==> src/rtl/if_stage_if.sv <==
// if_stage_if: instruction memory fetch bus between the fetch stage and imem
interface if_stage_if;
  logic [31:0] addr;
  logic        ready;
  logic [31:0] rdata;
  modport master (output addr, input ready, input rdata);
  modport slave (input addr, output ready, output rdata);
endinterface

==> src/rtl/if_stage.sv <==
// if_stage: PC register and IF/ID pipeline register with redirect, stall and imem-miss handling
module if_stage #(
  parameter logic [31:0] RESET_PC = 32'h0000_3000
) (
  input  logic               clk,
  input  logic               rst_n,
  input  logic               stall,
  input  logic               redirect,
  input  logic [31:0]        redirect_pc,
  if_stage_if.master         imem,
  output logic [31:0]        id_instr,
  output logic [31:0]        id_pc4,
  output logic               id_valid,
  output logic [15:0]        id_imm,
  output logic               id_extop
);
  logic [31:0] pc;
  logic [31:0] pc4;
  logic        extop;
  assign pc4 = pc + 32'd4;
  assign imem.addr = pc;
  assign id_imm = id_instr[15:0];
  assign extop = imem.rdata[31:28] == 4'b0011;
  always_ff @(posedge clk or negedge rst_n) begin
    if (!rst_n) begin
      pc       <= RESET_PC;
      id_instr <= '0;
      id_pc4   <= '0;
      id_valid <= 1'b0;
      id_extop <= 1'b0;
    end else if (redirect) begin
      pc       <= {redirect_pc[31:2], 2'b00};
      id_instr <= '0;
      id_valid <= 1'b0;
      id_extop <= 1'b0;
    end else if (!stall) begin
      pc       <= imem.ready ? pc4 : pc;
      id_instr <= imem.ready ? imem.rdata : '0;
      id_pc4   <= imem.ready ? pc4 : id_pc4;
      id_valid <= imem.ready;
      id_extop <= imem.ready & extop;
    end
  end
endmodule

==> src/flat_wrapper.sv <==
// flat-port wrapper written by rule: the top's interface ports become plain ports
module if_stage_flat 
#(
  parameter logic [31:0] RESET_PC = 32'h0000_3000
)
  (clk, rst_n, stall, redirect, redirect_pc, id_instr, id_pc4, id_valid, id_imm, id_extop, imem_addr, imem_ready, imem_rdata);
  if_stage_if imem_i ();
  input  logic clk;
  input  logic rst_n;
  input  logic stall;
  input  logic redirect;
  input  logic [31:0] redirect_pc;
  output logic [31:0] id_instr;
  output logic [31:0] id_pc4;
  output logic id_valid;
  output logic [15:0] id_imm;
  output logic id_extop;
  output wire logic [$bits(imem_i.addr)-1:0] imem_addr;
  input wire logic [$bits(imem_i.ready)-1:0] imem_ready;
  input wire logic [$bits(imem_i.rdata)-1:0] imem_rdata;
  assign imem_addr = imem_i.addr;
  assign imem_i.ready = imem_ready;
  assign imem_i.rdata = imem_rdata;
  if_stage #(.RESET_PC(RESET_PC)) u_core (.clk(clk), .rst_n(rst_n), .stall(stall), .redirect(redirect), .redirect_pc(redirect_pc), .imem(imem_i), .id_instr(id_instr), .id_pc4(id_pc4), .id_valid(id_valid), .id_imm(id_imm), .id_extop(id_extop));
endmodule
==> config.mk <==
export PLATFORM = sky130hd
export DESIGN_NAME = if_stage_flat
export DESIGN_NICKNAME = d
export VERILOG_FILES = /design/src/rtl/if_stage_if.sv /design/src/rtl/if_stage.sv /design/src/flat_wrapper.sv
export SDC_FILE = /design/constraint.sdc
export NUM_CORES = 1
export LEC_CHECK = 0
export CELL_PAD_IN_SITES_DETAIL_PLACEMENT = 0
export CELL_PAD_IN_SITES_GLOBAL_PLACEMENT = 1
export CORE_MARGIN = 2
export CORE_UTILIZATION = 35
export CTS_CLUSTER_DIAMETER = 120
export DETAILED_ROUTE_END_ITERATION = 6
export PLACE_DENSITY_LB_ADDON = 0.25
export SYNTH_ARGS = -nofsm -noshare
export SYNTH_HDL_FRONTEND = slang
export SYNTH_SLANG_ARGS = --single-unit
==> constraint.sdc <==
create_clock -name clk -period 2.85 [get_ports clk]
set_clock_uncertainty 0.05 [all_clocks]
set_input_delay 0.285 -clock clk [delete_from_list [all_inputs] [get_ports clk]]
set_output_delay 0.285 -clock clk [all_outputs]
set_load 0.01 [all_outputs]
# ---- After elaboration in Yosys (flattened, before gate mapping)
# Index checks and enable logic that the tools add are counted.
dict set report op_classes {
  muxes 10
  n_bitwise 3
  n_eq_ne 2
  addsub 1
  n_reduce_logical 3
}
# op count
set op_table {}
lappend op_table {{32-bit two-way mux} 6}
lappend op_table {{32-bit by 3-bit adder with 32-bit output (second input constant)} 1}
lappend op_table {{4-bit by 2-bit == test with 1-bit output (second input constant)} 1}
lappend op_table {{1-bit two-way mux} 4}
lappend op_table {{3-bit AND reduction} 1}
lappend op_table {{2-bit by 1-bit != test with 1-bit output (second input constant)} 1}
lappend op_table {{1-bit inverter} 2}
lappend op_table {{2-bit AND reduction} 1}
lappend op_table {{2-bit nonzero test} 1}
lappend op_table {{1-bit AND} 1}
dict set report totals {
  ff_bits 98
  out_inout_bits 114
  elab_cells 24
  inputBits 69
}

# ---- Longest topological paths before layout
# Gate-level depths: netlist of run 1.
dict set report logic_depth {
  word_depth 4
  mapped_depth 8
  ltp_nobuf 6
}

# ---- Worst setup path before layout of run 1
# OpenSTA, ideal clock, no wires.
dict set report synth_path {
  kind {reg2reg}
  startpoint {register u_core.pc[2], in the netlist u_core.imem.addr[2]}
  endpoint {register u_core.pc[30], in the netlist u_core.imem.addr[30]}
  slack_ps 909
  setup_time_ps 125
  t_arrival_ps 1767
  n_path_buf 0
  stages_incl_launch_ff 7
  period_less_slack_ps 1941
  required_ps 2675
  cell_sequence {dfrtp_1 > ha_1 > nand3_2 > nor4_4 > nand4_1 > xnor2_1 > mux2_2}
}
dict set report synth_between {
  elab_chain_len 4
}
# element line
set synth_rtl {}
lappend synth_rtl {{start, declared} if_stage.sv:17} ;# logic [31:0] pc;
lappend synth_rtl {{start signal, assigned} if_stage.sv:32} ;# pc <= {redirect_pc[31:2], 2'b00};
lappend synth_rtl {{start signal, assigned} if_stage.sv:37} ;# pc <= imem.ready ? pc4 : pc;
lappend synth_rtl {{32-bit by 3-bit adder with 32-bit output} if_stage.sv:20} ;# assign pc4 = pc + 32'd4;
lappend synth_rtl {{32-bit two-way mux} if_stage.sv:37}
lappend synth_rtl {{32-bit two-way mux} if_stage.sv:36} ;# end else if (!stall) begin
lappend synth_rtl {{32-bit two-way mux} if_stage.sv:31} ;# end else if (redirect) begin
# Every way passes these cells. The select of a mux whose other input is x is not followed.
# A chain may end at the register's enable or synchronous reset.

# ---- Final worst setup path of run 1
dict set report layout_path {
  startpoint {register u_core.pc[4], in the netlist u_core.imem.addr[4]}
  endpoint {register u_core.pc[27], in the netlist u_core.imem.addr[27]}
}
# Same word-level chain as after synthesis.

==> results.md, run 1 <==
* IO Count at between 150 and 200
* Leakage at around 0.0027 uW
* RSZ-0062 raised after global routing: no
* Num CTS Buffers at 9
* Post-synthesis sequential area ratio at 51.1%
* Drt pass-1 iters at 4
* GP Congestion at ~0.79
* Hold Fails Final Rpt at 0
* Worst hold path type: in -> reg
* Finished Layout Cells at approximately 780
* Met1 Wirelength at approximately 6000 um
* Startpoint Class: flop
* Dpl hpwl at approximately 9000 um
* Diode count at 0
* Vias in the first global route at between 3000 and 4000
* Cell area after synthesis at ~4600 sq um
* Port Buf Inserts at roughly 180
* Synth async-reset ratio at between 90% and 100%
* Cells taking the most area after synthesis: dfrtp_1, xor2_1, a22o_1, buf_4, xnor2_1
* Worst Path Arrival at between 2 and 2.5 ns
* WL per Instance at around 16 um
* GRT overflow at 0
* Pin count of the biggest net entering global routing at between 90 and 100
* Peak supply drop at approximately 0.00027 V
* Die Ht at between 100 and 150 um
* Syn-to-layout area delta at 46.0%
* Initial Util at 36.2%
* Share of layout cells above drive strength 1 at under 10%
* Area of the die at approximately 14000 sq um
* Met3 WL at 696 um
* Crit end category: flop
* Post-Synthesis Cells at between 400 and 500
* Initial antenna violation count at 0
* Number of cell rows at ~40
* Nets at just under 700
* #FFs+latches synth at 94
* DR top layer: met4
* Clk Latency, worst-skew pair at 0.34 ns
* Post-synth cell types at 40
* Crit path kind: reg -> reg
* First-pass GRT wire length at between 20000 and 25000 um
* Post-synth EDFFs at 0
* Total core area at 12700 sq um
* Initial drt markers at around 210
* Clk slew on worst S/H paths at around 0.06 ns
* Maximum clock frequency at 461 MHz
* Synth Flop Type: dfrtp_1
* Clk sink count at 94
* Die W at 119 um
* Inst Count DP at 764
* Clock Path Buffers at 2
* DR vias/cell at ~4.9
* Post-CTS sizing at 0
* H-tree depth at 3
* Via count at approximately 3800
* Gr usage total at 18.5%
* Sum of negative setup slack at 0 ns
* Synthesis Warnings at 0
* Share of the synthesized area in the top cell type at 50.0%
* Critical path peak fanout at 12
* Antenna-violating nets left at 0
* Met2 wire len at roughly 6000 um
* # Max-Cap Violations at 0
* Total wire length at 12800 um
* Slew @ Worst Pin at around 0.57 ns
* TritonCTS clock tree: built
* Slew Viols, Final at 0
* Final setup viols at 0
* Yosys top cell by area: dfrtp_1
* Run status: complete, no violations
* Final worst-path cycle share at around 76%
* DRC Markers at 0
* Minimum clock period at roughly 2.2 ns
* PwrDens at 545 nW/um^2
* Avg Cell Area, Syn at 10.1 sq um
* Root Buffer: clkbuf_16
* Worst relative slew slack at ~62%
* Crit path required time at approximately 3.0 ns
[routing by layer]
metal	up-vias	track usage, %
li1	1860	-
met1	1837	26.5
met2	123	27.6
met3	15	3.43
met4	0	6.92
met5	-	0
[Yosys cell counts, types with 3 or more instances]
cell type  number
and3_1          6
nor3_1          7
dfrtp_1        92
nand2_1        43
nand3_1        17
and4_1          6
nor2_1         40
mux2_2          3
buf_4          24
xnor2_1        20
clkbuf_1       19
nand4_1        19
xor2_1         37
a22o_1         32
o21ai_0        26
a21oi_1        28
buf_2           9
[where the power goes]
part | internal, uW | switching [uW]
Clock | 776 | 496
Sequential | 1480 | 138
Combinational | 454 | 325
[worst max-delay path, stage by stage (launching register included)]
cell     delay [ns]
dfrtp_1        0.47
and4_1         0.40
and2_1         0.49
nand4_1        0.22
xnor2_1        0.16
mux2_2         0.25
[final timing paths]
path,start,to,slack [ns],depth (start not counted)
min,redirect,u_core.imem.addr[12],0.41,3
max,u_core.imem.addr[4],u_core.imem.addr[27],0.68,5
max in group asynchronous,rst_n,u_core.imem.addr[13],1.85,3
min reg2reg,u_core.id_extop,u_core.id_extop,0.42,2
min in group asynchronous,rst_n,u_core.id_instr[3],0.48,3
max reg2reg,u_core.imem.addr[4],u_core.imem.addr[27],0.68,5
[metrics by stage]
step	worst slack [ns]	util [%]	hold slack [ns]	power, uW	area (sq um)
after floorplan	0.909	-	-0.0606	1940	4620
after global placement	0.630	50.2	0.332	2420	6390
final	0.680	52.8	0.407	3670	6720
after global routing	0.510	52.8	0.440	3850	6720
after detailed placement	0.651	50.2	0.331	2430	6390
after CTS	0.702	52.8	0.398	3720	6720
[flip-flops by register name, summed over array words and instances (netlist names)]
name              count
u_core.id_extop       1
u_core.id_instr      32
u_core.id_pc4        30
u_core.id_valid       1
u_core.imem.addr     30
[logic make-up after synthesis]
group | count (synthesis) | synth area share (%)
DFF | 94 | 51.1
other | 1 | 0.0814
muxes | 4 | 0.951
xor gates and xnor gates | 57 | 10.8
adders and majority gates | 1 | 0.272
buffers and inverters | 54 | 6.63
AOI/OAI and AO/OA | 91 | 12.7
and+or+nand+nor | 156 | 17.4
[cells in the final DEF, fill, tap and decap left out, types with 2 or more instances in the layout]
cell type,count
nor2_2,2
or4_4,2
clkdlybuf4s50_1,174
a22o_1,32
a21oi_1,28
mux2_2,3
nand3_1,17
and2_1,2
nand4_1,19
nand2_1,43
nor3_1,7
and3_1,6
buf_12,3
xnor2_1,20
clkbuf_16,9
nor2_1,39
buf_4,6
xor2_1,37
dfrtp_1,92
clkbuf_8,4
nor4_1,2
conb_1,4
o21ai_1,2
and4_1,6
o21ai_0,26
dfstp_2,2
[repair_timing]
item,CTS,global route
hold buffers,1,0
setup buffers,0,0
endpoints found under the hold margin,92,0
[final cells by class]
type                            count  area [sq um]
Clock inverter                      2          37.5
Inverter                            1          3.75
Timing Repair Buffer              185          1860
Sequential cell                    94          2350
Fill cell                        1220          6000
Multi-Input combinational cell    313          1970
Clock buffer                       14           284
Tap cell                          172           215
No activity file was read; power rests on OpenSTA's default activity.
==> run 2, diff against run 1 <==
Settings changed: CORE_UTILIZATION 35 to 32.
Clock period 2.85 ns to 2.2 ns, I/O delays scaled along.
==> run 2 against run 1 <==
Net effect: routed wire length is 6.2% higher; setup slack worse by 0.46 ns; final cell count is 3.2% higher; global-route usage is 0.50 points lower; fmax is 9.5% higher; clock power is 49% higher; worst hold slack worse by 0.16 ns; first-iteration DRC count is 15% lower; largest cell class unchanged.
==> results.md, run 2 (synthesized netlist as in run 1, its figures left out) <==
* Internal power at ~3700 uW
* Root Buffer: clkbuf_16
* Critical path peak fanout at 7
* TritonCTS clock tree: built
* Reg-to-reg slack, setup at approximately 0.22 ns
* Startpoint Class: flop
* Port Buf Inserts at between 150 and 200
* Via count at between 3000 and 4000
* Crit path launch: u_core.imem.addr[12]
* PwrDens at 729 nW/um^2
* Clock power frac at 37.6%
* Maximum clock frequency at around 500 MHz
* Initial antenna violation count at 0
* Critical-path cell list: and3_1 -> nand3_1 -> or4_4 -> xor2_1 -> o21ai_2
* Fill cell count at 1278
* Slew Viols, Final at 0
* Initial drt markers at 178
* Number of cell rows at 43
* Antenna-violating nets left at 0
* Dpl hpwl at around 10000 um
* DRC Markers at 0
* Reg with most FFs: u_core.id_instr
* Crit path kind: reg -> reg
* Clock Path Buffers at 2
* DP Area at between 6000 and 7000 sq um
* Diode count at 0
* Commonest non-fill, non-tap cell in the layout: clkdlybuf4s50_1
* Switching power at 1280 uW
* Run status: complete, no violations
* Seq pwr share at around two fifths
* Clk slew on worst S/H paths at about 0.07 ns
* Peak supply drop at 0.000415 V
* Most frequent cells in the layout: clkdlybuf4s50_1, dfrtp_1, nand2_1
* Final setup viols at 0
* Slew @ Worst Pin at approximately 0.50 ns
* Pin count of the biggest net entering global routing at 95
* Final worst-path cycle share at about 90%
* Gr usage total at 18.0%
* Reg2reg start: u_core.imem.addr[12]
* Post-CTS Setup Inserts at 0
* Vias in the first global route at a little under 4000
* Total wire length at 13600 um
* DR vias/cell at around 5
* Power share of the combinational group at between 20% and 30%
* H-tree depth at 3
* Syn-to-layout area delta at 49.9%
* RSZ-0062 raised after global routing: no
* WL per Instance at 16.9 um
* Crit end category: flop
* Max reg flops at 32
* GP Congestion at 0.786
* Design Area, Final at between 6000 and 7000 sq um
* CP max stage cell: dfstp_2
* Area of the die at approximately 15000 sq um
* Die W at between 100 and 150 um
* # Max-Cap Violations at 0
* Clk Latency, worst-skew pair at approximately 0.34 ns
* GRT overflow at 0
* Switching part of the total at 25.5%
* Sum of negative setup slack at 0 ns
* First-pass GRT wire length at roughly 21000 um
* Crit path required time at ~2.4 ns
* Minimum clock period at just under 2 ns
* Crit path largest cell delay at 0.61 ns
* Nets at 691
* Worst hold path type: in -> reg
* Hold Fails Final Rpt at 0
* Share of layout cells above drive strength 1 at a little under a tenth
* Worst Path Arrival at about 2.2 ns
* Worst reg2reg path depth at 5
* Critical Path End: u_core.imem.addr[21]
* Worst relative slew slack at about two thirds
* IO Count at about 180
* Total core area at between 10000 and 15000 sq um
* Reg2reg end: u_core.imem.addr[21]
* Num CTS Buffers at 9
* Die Ht at between 100 and 150 um
* Drt pass-1 iters at 4
* Leakage at approximately 0.0028 uW
* Clk sink count at between 90 and 100
* Initial Util at 32.9%
-- run 2: cell count changes in the layout (fill, tap and decap cells not counted) --
cell / change
clkinv_2: +1
clkbuf_8: -4
bufinv_16: +3
clkinv_4: +1
clkinvlp_4: -1
dfrtp_1: -1
buf_4: +17
dfrtp_2: +1
-- run 2: layout make-up --
cell class,count,area [sq um],share of cell area [%]
Tap cell,180,225,3.26
Timing Repair Buffer,202,1990,28.8
Clock inverter,6,134,1.94
Inverter,1,3.75,0.0544
Sequential cell,94,2360,34.1
Multi-Input combinational cell,313,1970,28.5
Clock buffer,10,229,3.32
-- run 2: how the worst min path moves through the flow --
| stage | slack [ns] | depth (start not counted) | startpoint | to |
|---|---|---|---|---|
| after floorplan | -0.13 | 0 | rst_n | u_core.id_extop |
| after global placement | 0.27 | 2 | rst_n | u_core.id_instr[23] |
| after detailed placement | 0.28 | 2 | rst_n | u_core.id_instr[23] |
| after CTS | 0.23 | 3 | redirect | u_core.imem.addr[29] |
| after global routing | 0.25 | 3 | redirect | u_core.imem.addr[29] |
| final | 0.24 | 3 | redirect | u_core.imem.addr[29] |
-- run 2: power groups by stage --
stage | Combinational [uW] | Clock [uW] | Sequential [uW]
floorplan | 348 | 0 | 2160
global placement | 1070 | 0 | 2100
detailed placement | 1070 | 0 | 2110
CTS | 1080 | 1940 | 2080
global route | 1160 | 2020 | 2110
finish | 1060 | 1890 | 2080
-- run 2: metrics by stage --
| stage | worst slack (ns) | hold slack (ns) | instances | utilization [%] | power (uW) |
|---|---|---|---|---|---|
| 2_1_floorplan | 0.259 | -0.126 | 461 | - | 2510 |
| 3_3_place_gp | 0.118 | 0.269 | 789 | 46.7 | 3170 |
| 3_5_place_dp | 0.0744 | 0.276 | 789 | 46.7 | 3180 |
| 4_1_cts | 0.163 | 0.233 | 806 | 49.3 | 5100 |
| 5_1_grt | 0.00493 | 0.248 | 806 | 49.3 | 5280 |
| 6_report | 0.217 | 0.243 | 806 | 49.3 | 5030 |
-- run 2: repair_timing --
| item | 4_1_cts | 5_1_grt |
|---|---|---|
| hold endpoints to repair | 92 | 0 |
| setup endpoints to repair | 0 | 1 |
| gates resized for setup | 0 | 1 |
| hold buffers | 1 | 0 |
-- run 2: critical path, delay by kind of cell, from the launching register on --
family / cells / cell delay [ns]
DFF: 1 / 0.61
xor gates and xnor gates: 1 / 0.19
and+or+nand+nor: 3 / 0.95
AOI/OAI and AO/OA: 1 / 0.06
-- run 2: layer usage --
layer / vias to the layer above / part of all wire (%) / track usage [%]
li1: 1903 / - / -
met3: 7 / 8.5 / 5.04
met5: - / 0 / 0
met2: 163 / 46 / 29.4
met4: 0 / 0.87 / 4.92
met1: 1851 / 44 / 23.5
==> run 3, diff against run 2 <==
Settings changed: CAP_MARGIN set to 20.
==> results of run 3 <==
The final DEF is identical to that of run 2; final timing and power are the same.
